## config.mk

```make
export PLATFORM = sky130hd
export DESIGN_NAME = serial_add_ctrl
export DESIGN_NICKNAME = d
export VERILOG_FILES = /design/src/rtl/serial_add_ctrl.sv
export SDC_FILE = /design/constraint.sdc
export NUM_CORES = 1
export LEC_CHECK = 0
export CAP_MARGIN = 20
export CORE_ASPECT_RATIO = 2
export CORE_MARGIN = 2
export CORE_UTILIZATION = 30
export DETAILED_ROUTE_END_ITERATION = 8
export PLACE_DENSITY = 0.59
export RECOVER_POWER = 50
export SETUP_SLACK_MARGIN = 0.2
export SYNTH_ARGS = -nofsm -noshare
export SYNTH_HDL_FRONTEND = slang
export SYNTH_SLANG_ARGS = --single-unit
```

## constraint.sdc

```tcl
create_clock -name clk -period 1.5 [get_ports clk]
set_input_delay 0.375 -clock clk [delete_from_list [all_inputs] [get_ports clk]]
set_output_delay 0.375 -clock clk [all_outputs]
set_load 0.02 [all_outputs]
```

## src/rtl/serial_add_ctrl.sv

```systemverilog
// ============================================================================
// Module      : serial_add_ctrl
// Description : Bit-serial adder controller. One full-adder cell is applied
//               LSB-first over WIDTH-bit operands under a start/busy/done
//               handshake. Define SERIAL_ADD_SUB_EN to add the `sub` port
//               (two's-complement subtraction).
// Revision    : 1.0 - initial release
// ============================================================================
`default_nettype none

module serial_add_ctrl #(
    parameter int WIDTH = 8
) (
    input  logic             clk,
    input  logic             rst_n,
    input  logic             start,
    input  logic [WIDTH-1:0] op_a,
    input  logic [WIDTH-1:0] op_b,
    input  logic             cin,
`ifdef SERIAL_ADD_SUB_EN
    input  logic             sub,
`endif
    output logic             busy,
    output logic             done,
    output logic [WIDTH-1:0] result,
    output logic             cout
);

    localparam int               CNT_W    = $clog2(WIDTH);
    localparam logic [CNT_W-1:0] CNT_LAST = CNT_W'(WIDTH - 1);

    typedef enum logic [1:0] {
        ST_IDLE = 2'd0,
        ST_RUN  = 2'd1,
        ST_DONE = 2'd2
    } state_t;

    state_t             state_q, state_d;
    logic [WIDTH-1:0]   a_q, a_d;
    logic [WIDTH-1:0]   b_q, b_d;
    logic [WIDTH-1:0]   result_q, result_d;
    logic [CNT_W-1:0]   cnt_q, cnt_d;
    logic               carry_q, carry_d;
    logic               cout_q, cout_d;
    logic               busy_q, busy_d;
    logic               done_q, done_d;

    logic [WIDTH-1:0]   b_load;
    logic               c_load;
    logic               fa_sum;
    logic               fa_carry;

    // Subtraction is A + ~B + 1, so only the loaded B and carry-in differ.
`ifdef SERIAL_ADD_SUB_EN
    assign b_load = sub ? ~op_b : op_b;
    assign c_load = sub ? 1'b1  : cin;
`else
    assign b_load = op_b;
    assign c_load = cin;
`endif

    assign fa_sum   = a_q[0] ^ b_q[0] ^ carry_q;
    assign fa_carry = (a_q[0] & b_q[0]) | (a_q[0] & carry_q) | (b_q[0] & carry_q);

    always_comb begin
        state_d  = state_q;
        a_d      = a_q;
        b_d      = b_q;
        result_d = result_q;
        cnt_d    = cnt_q;
        carry_d  = carry_q;
        cout_d   = cout_q;

        case (state_q)
            ST_IDLE: begin
                if (start) begin
                    a_d      = op_a;
                    b_d      = b_load;
                    carry_d  = c_load;
                    cnt_d    = '0;
                    result_d = '0;
                    cout_d   = 1'b0;
                    state_d  = ST_RUN;
                end
            end
            ST_RUN: begin
                result_d = {fa_sum, result_q[WIDTH-1:1]};
                carry_d  = fa_carry;
                a_d      = a_q >> 1;
                b_d      = b_q >> 1;
                cnt_d    = cnt_q + CNT_W'(1);
                if (cnt_q == CNT_LAST) begin
                    cnt_d   = '0;
                    cout_d  = fa_carry;
                    state_d = ST_DONE;
                end
            end
            ST_DONE: begin
                state_d = ST_IDLE;
            end
            default: begin
                state_d = ST_IDLE;
            end
        endcase

        busy_d = (state_d == ST_RUN);
        done_d = (state_d == ST_DONE);
    end

    always_ff @(posedge clk) begin
        if (!rst_n) begin
            state_q  <= ST_IDLE;
            a_q      <= '0;
            b_q      <= '0;
            result_q <= '0;
            cnt_q    <= '0;
            carry_q  <= 1'b0;
            cout_q   <= 1'b0;
            busy_q   <= 1'b0;
            done_q   <= 1'b0;
        end else begin
            state_q  <= state_d;
            a_q      <= a_d;
            b_q      <= b_d;
            result_q <= result_d;
            cnt_q    <= cnt_d;
            carry_q  <= carry_d;
            cout_q   <= cout_d;
            busy_q   <= busy_d;
            done_q   <= done_d;
        end
    end

    assign busy   = busy_q;
    assign done   = done_q;
    assign result = result_q;
    assign cout   = cout_q;

endmodule

`default_nettype wire

```

# Yosys cells after proc, flatten, opt, wreduce, memory -nomap -nowiden
# Cells that the tools add are included.
word_totals:
  reg_bits: 33
  input_bits: 20
  output_inout_bits: 11
  word_cells: 44
op_classes:
  add_sub_neg: 1
  n_eq_ne: 6
  n_mux: 17
  bitwise: 7
  reduce_logical: 4
ops:
  columns: ["op", "n"]
  rows:
  - ["$pmux W8 S2", 3]
  - ["$mux W8", 3]
  - ["$mux W3", 2]
  - ["$pmux W3 S2", 1]
  - ["$eq A2 B1 Y1 const B", 2]
  - ["$mux W2", 2]
  - ["$ne A2 B2 Y1 const B", 2]
  - ["$pmux W1 S2", 2]
  - ["$pmux W2 S2", 1]
  - ["$add A3 B1 Y3 const B", 1]
  - ["$and A1 B1 Y1", 3]
  - ["$eq A3 B3 Y1 const B", 1]
  - ["$mux W1", 3]
  - ["$reduce_and A3 Y1", 1]
  - ["$eq A2 B2 Y1 const B", 1]
  - ["$logic_not A2 Y1", 1]
  - ["$or A1 B1 Y1", 2]
  - ["$reduce_and A2 Y1", 1]
  - ["$reduce_bool A2 Y1", 1]
  - ["$xor A1 B1 Y1", 2]

# Depth between registers and ports, before layout
logic_depth:
  ltp_word: 5
  depth_mapped: 5
  mapped_depth_nobuf: 5

# Worst setup path before layout
# No wires, ideal clock.
synth_path:
  kind: "register to register"
  start: "register a_q[0]"
  end: "register cout_q, in the netlist cout"
  setup_ns: 0.076
  t_arrival_ns: 1.220
  required_ns: 1.424
  setup_slack_ns: 0.205
  path_stages_with_launch: 6
  path_buffers: 0
  period_less_slack_ns: 1.295
  cell_sequence: "dfxtp_1 inv_1 fa_1 and4bb_2 a31oi_1 a21boi_0"
synth_between:
  elab_chain_cells: 5
  word_cells_on_any_way: 6
  classes_between: "mux (2); bitwise (4)"
synth_rtl:
  columns: ["element", "line_no", "rtl"]
  rows:
  - ["start, declared", "39", "logic [WIDTH-1:0] a_q, a_d;"]
  - ["start signal, assigned", "113", "a_q <= '0;"]
  - ["start signal, assigned", "123", "a_q <= a_d;"]
  - ["$and A1 B1 Y1", "63", "assign fa_carry = (a_q[0] & b_q[0]) | (a_q[0] & carry_q) | (b_q[0] & carry_q);"]
  - ["$or A1 B1 Y1 * (2 in series)", "63", null]
  - ["$mux W1 *", "92", "if (cnt_q == CNT_LAST) begin"]
  - ["$pmux W1 S2 *", "74", "case (state_q)"]
  - ["end signal, assigned", "128", "cout_q <= cout_d;"]
  - ["end, declared", "44", "logic cout_q, cout_d;"]
# Every way passes the cells marked *; elsewhere a longest branch is shown, timed or not. The select of a mux whose other input is x is not followed.
# A chain may end at the register's enable or synchronous reset.

# Worst setup path after layout
layout_path:
  start: "register a_q[0]"
  end: "register result_q[7], in the netlist result[7]"
layout_between:
  elab_chain_cells: 3
layout_rtl:
  columns: ["element", "line_no", "rtl"]
  rows:
  - ["$xor A1 B1 Y1 (2 in series)", "62", "assign fa_sum = a_q[0] ^ b_q[0] ^ carry_q;"]
  - ["$pmux W8 S2", "74", null]
  - ["end signal, assigned", "125", "result_q <= result_d;"]
  - ["end, declared", "41", "logic [WIDTH-1:0] result_q, result_d;"]
# No other way between the ends.

==> impl_results.md <==
* Core area at 4640 sq um
* Layout fillers at 517
* Placed Cells at 222
* CTS tree: yes
* CP Capture Type: register
* Switching Power at 458 uW
* Largest stage delay, worst path at 0.56 ns
* Dpl hpwl at 2.00 mm
* CP Launch Type: register
* Via density at 4.85
* Synthesized area at 1450 sq um
* Asr flop ratio synth at 0%
* Count of cell types in the netlist at 25
* Max clock buf depth at 2
* Clock latency on the worst-skew pair at 0.28 ns
* CP max-delay cell: fa_2
* Detailed router's first-iteration violation count at 25
* Max Slew Vio Count at 0
* Die Wd at 53.1 um
* Min Tclk post-route at 1.28 ns
* Finished Core Util at 41.5%
* Crit path DAT at between 1 and 1.5 ns
* Top Ports at 31
* Final WS setup at 0.224 ns
* Syn_nets at 162
* Clk sinks at 33
* P&R area growth vs syn at 33.0%
* Final Cycle Share at between 80% and 90%
* Number of max-cap violations at 0
* Logic pwr share at 15.9%
* Worst Hold Class: register to register
* CP most frequent cell: inv_2
* Vias at ~1100
* Initial antenna violation count at 0
* Status: finished clean
* Critical Setup Path Class: register to register
* Hold-fix buffers, CTS at 0
* Rows at 35
* Diodes inserted at 0
* Actual slew at the worst max-slew pin at 0.428 ns
* Avg Inst Size Synth at 10.4 sq um
* Cells after synthesis at 139
* PD cells at between 900 and 1000 nW/um^2
* Final hold slack at 0.500 ns
* Clock share of power at 33.2%
* Total grt overflow at 0
* Layout Nets at 197
* GP Congestion at 0.751
* Die Area at roughly 5400 sq um
* Post-route ant nets at 0
* CP top delay family: adder cells
* Reg power frac at 50.8%
* Drt pass-1 iters at 4
* Top FF cell, synth: dfxtp_1
* Max Fclk at 0.784 GHz
* Worst-case vdd ir drop at 0.000641 V
* # Post-CTS Setup Buffers at 0
* Place WS at -0.107 ns
* Chip height at 102 um
* Largest net degree at the start of global routing at 34
* Reg clk slew, reported paths at 0.07 ns
* Wire length of the first global-routing pass at about 4.7 mm
* Yosys reg bits at 33
* Wirelength, routed at 2.82 mm
* Placed cell area at around 1800 sq um
* Port Buf Inserts at 30
* Cell Int Power at 1.42 mW
* Layout Skew at between 0.004 and 0.005 ns
* Critical path buffers and inverters at 2
* DRC errors left at 0
* Worst-path maximum fanout at 2
* Normalized max-slew margin at 71.4%
* Leak at 0.863 nW
* Net Sw Frac at 24.4%
* Wirelength per Cell at 12.3 um
* Post-synth EDFFs at 0
* Crit-path cells: inv_2, fa_2, inv_2, a22oi_2, nor2b_1
* CP Data Required Time at 1.67 ns
* Root Driver: clkbuf_8
* Final cell count without fillers at 230
* H-tree levels at 2
* Register area share after synthesis at a little under half
* Vias in the first global route at 1133
* CTS buffer count at 5
* Design area at 1930 sq um
* Setup violations, final at 0
* Yosys warns at 0
* Share of layout cells above drive strength 1 at between 10% and 20%
* Starting density of the core at 31.2%
* RSZ-0062 raised after global routing: yes
* GRT Total Usage at 11.8%
* Fin. Hold Viols at 0
registers in the layout, indices dropped and copies added, names as in the netlist:
| register | count |
|---|---|
| b_q | 8 |
| cout | 1 |
| a_q | 8 |
| done | 1 |
| busy | 1 |
| result | 8 |
| carry_q | 1 |
| cnt_q | 3 |
| state_q | 2 |
cells in the final DEF, fill, tap and decap left out, drive strengths merged, types with 5 or more instances in the layout:
master / netlist / final
a22oi: 11 / 11
and3: 6 / 6
buf: 8 / 9
clkbuf: 3 / 15
clkdlybuf4s50: 0 / 18
dfxtp: 33 / 33
inv: 5 / 5
mux2i: 14 / 14
nand2: 18 / 18
nor2b: 13 / 13
o211a: 12 / 12
kinds of logic after synthesis:
group,share of synthesized area (%)
AOI/OAI and AO/OA,19.0
adders and majority gates,3.11
buffers and inverters,6.74
DFF,45.6
muxes,9.67
and+or+nand+nor,15.9
metrics by stage:
| step | TNS, ns | power [mW] |
|---|---|---|
| global route | 0 | 1.98 |
| detailed placement | -1.63 | 1.26 |
| global placement | -0.858 | 1.25 |
| finish | 0 | 1.87 |
| floorplan | 0 | 1.15 |
| CTS | 0 | 1.90 |
power groups by stage:
| stage | combinational [mW] | clock (mW) | sequential (mW) |
|---|---|---|---|
| CTS | 0.292 | 0.657 | 0.951 |
| global placement | 0.284 | 0 | 0.969 |
| detailed placement | 0.292 | 0 | 0.971 |
| finish | 0.299 | 0.623 | 0.953 |
| global route | 0.329 | 0.691 | 0.958 |
| floorplan | 0.179 | 0 | 0.968 |
path summary, 6_finish.rpt:
path / start / to / slack, ns / cells past startpoint
worst max register to register: a_q[0] / result[7] / 0.22 / 5
worst max-delay path: a_q[0] / result[7] / 0.22 / 5
worst min-delay path: a_q[3] / a_q[3] / 0.50 / 1
worst min register to register: a_q[3] / a_q[3] / 0.50 / 1
routing by layer:
layer  track usage, %  share of wire, %
met1             11.8                39
met2             21.3                53
met3             3.07               5.3
met4             6.11               1.8
met5                0                 0
synth_stat cells, drive strengths merged, types with 2 or more instances:
library cell  instances  share of area [%]
a22oi                11                5.7
mux2i                14                9.7
o211a                12                8.3
a21oi                 2               0.69
nor2b                13                5.6
inv                   5                1.3
and3                  6                2.6
clkbuf                3               0.78
nor3b                 2                1.0
nand2                18                4.7
ha                    2                1.7
dfxtp                33                 46
buf                   8                4.7
worst register-to-register path: cells and delay by family, from the launching register on:
family	cells	cell delay (ns)
and+or+nand+nor	1	0.06
buffers and inverters	2	0.07
adders and majority gates	1	0.56
AOI/OAI and AO/OA	1	0.16
DFF	1	0.32
cell type report:
type | count | area, sq um | share of cell area (%)
Clock buffer | 6 | 72.6 | 3.77
Clock inverter | 2 | 10.0 | 0.519
Inverter | 5 | 18.8 | 0.974
Multi-Input combinational cell | 90 | 731 | 37.9
Sequential cell | 33 | 663 | 34.4
Tap cell | 55 | 68.8 | 3.57
Timing Repair Buffer | 39 | 363 | 18.8
timing repair:
action / in CTS / in global routing
pin swaps: 1 / 2
endpoints found under the setup margin: 14 / 33
gates resized for setup: 30 / 26
hold endpoints to repair: 0 / 0
gates cloned: 0 / 0
(Power assumes the default switching activity.)
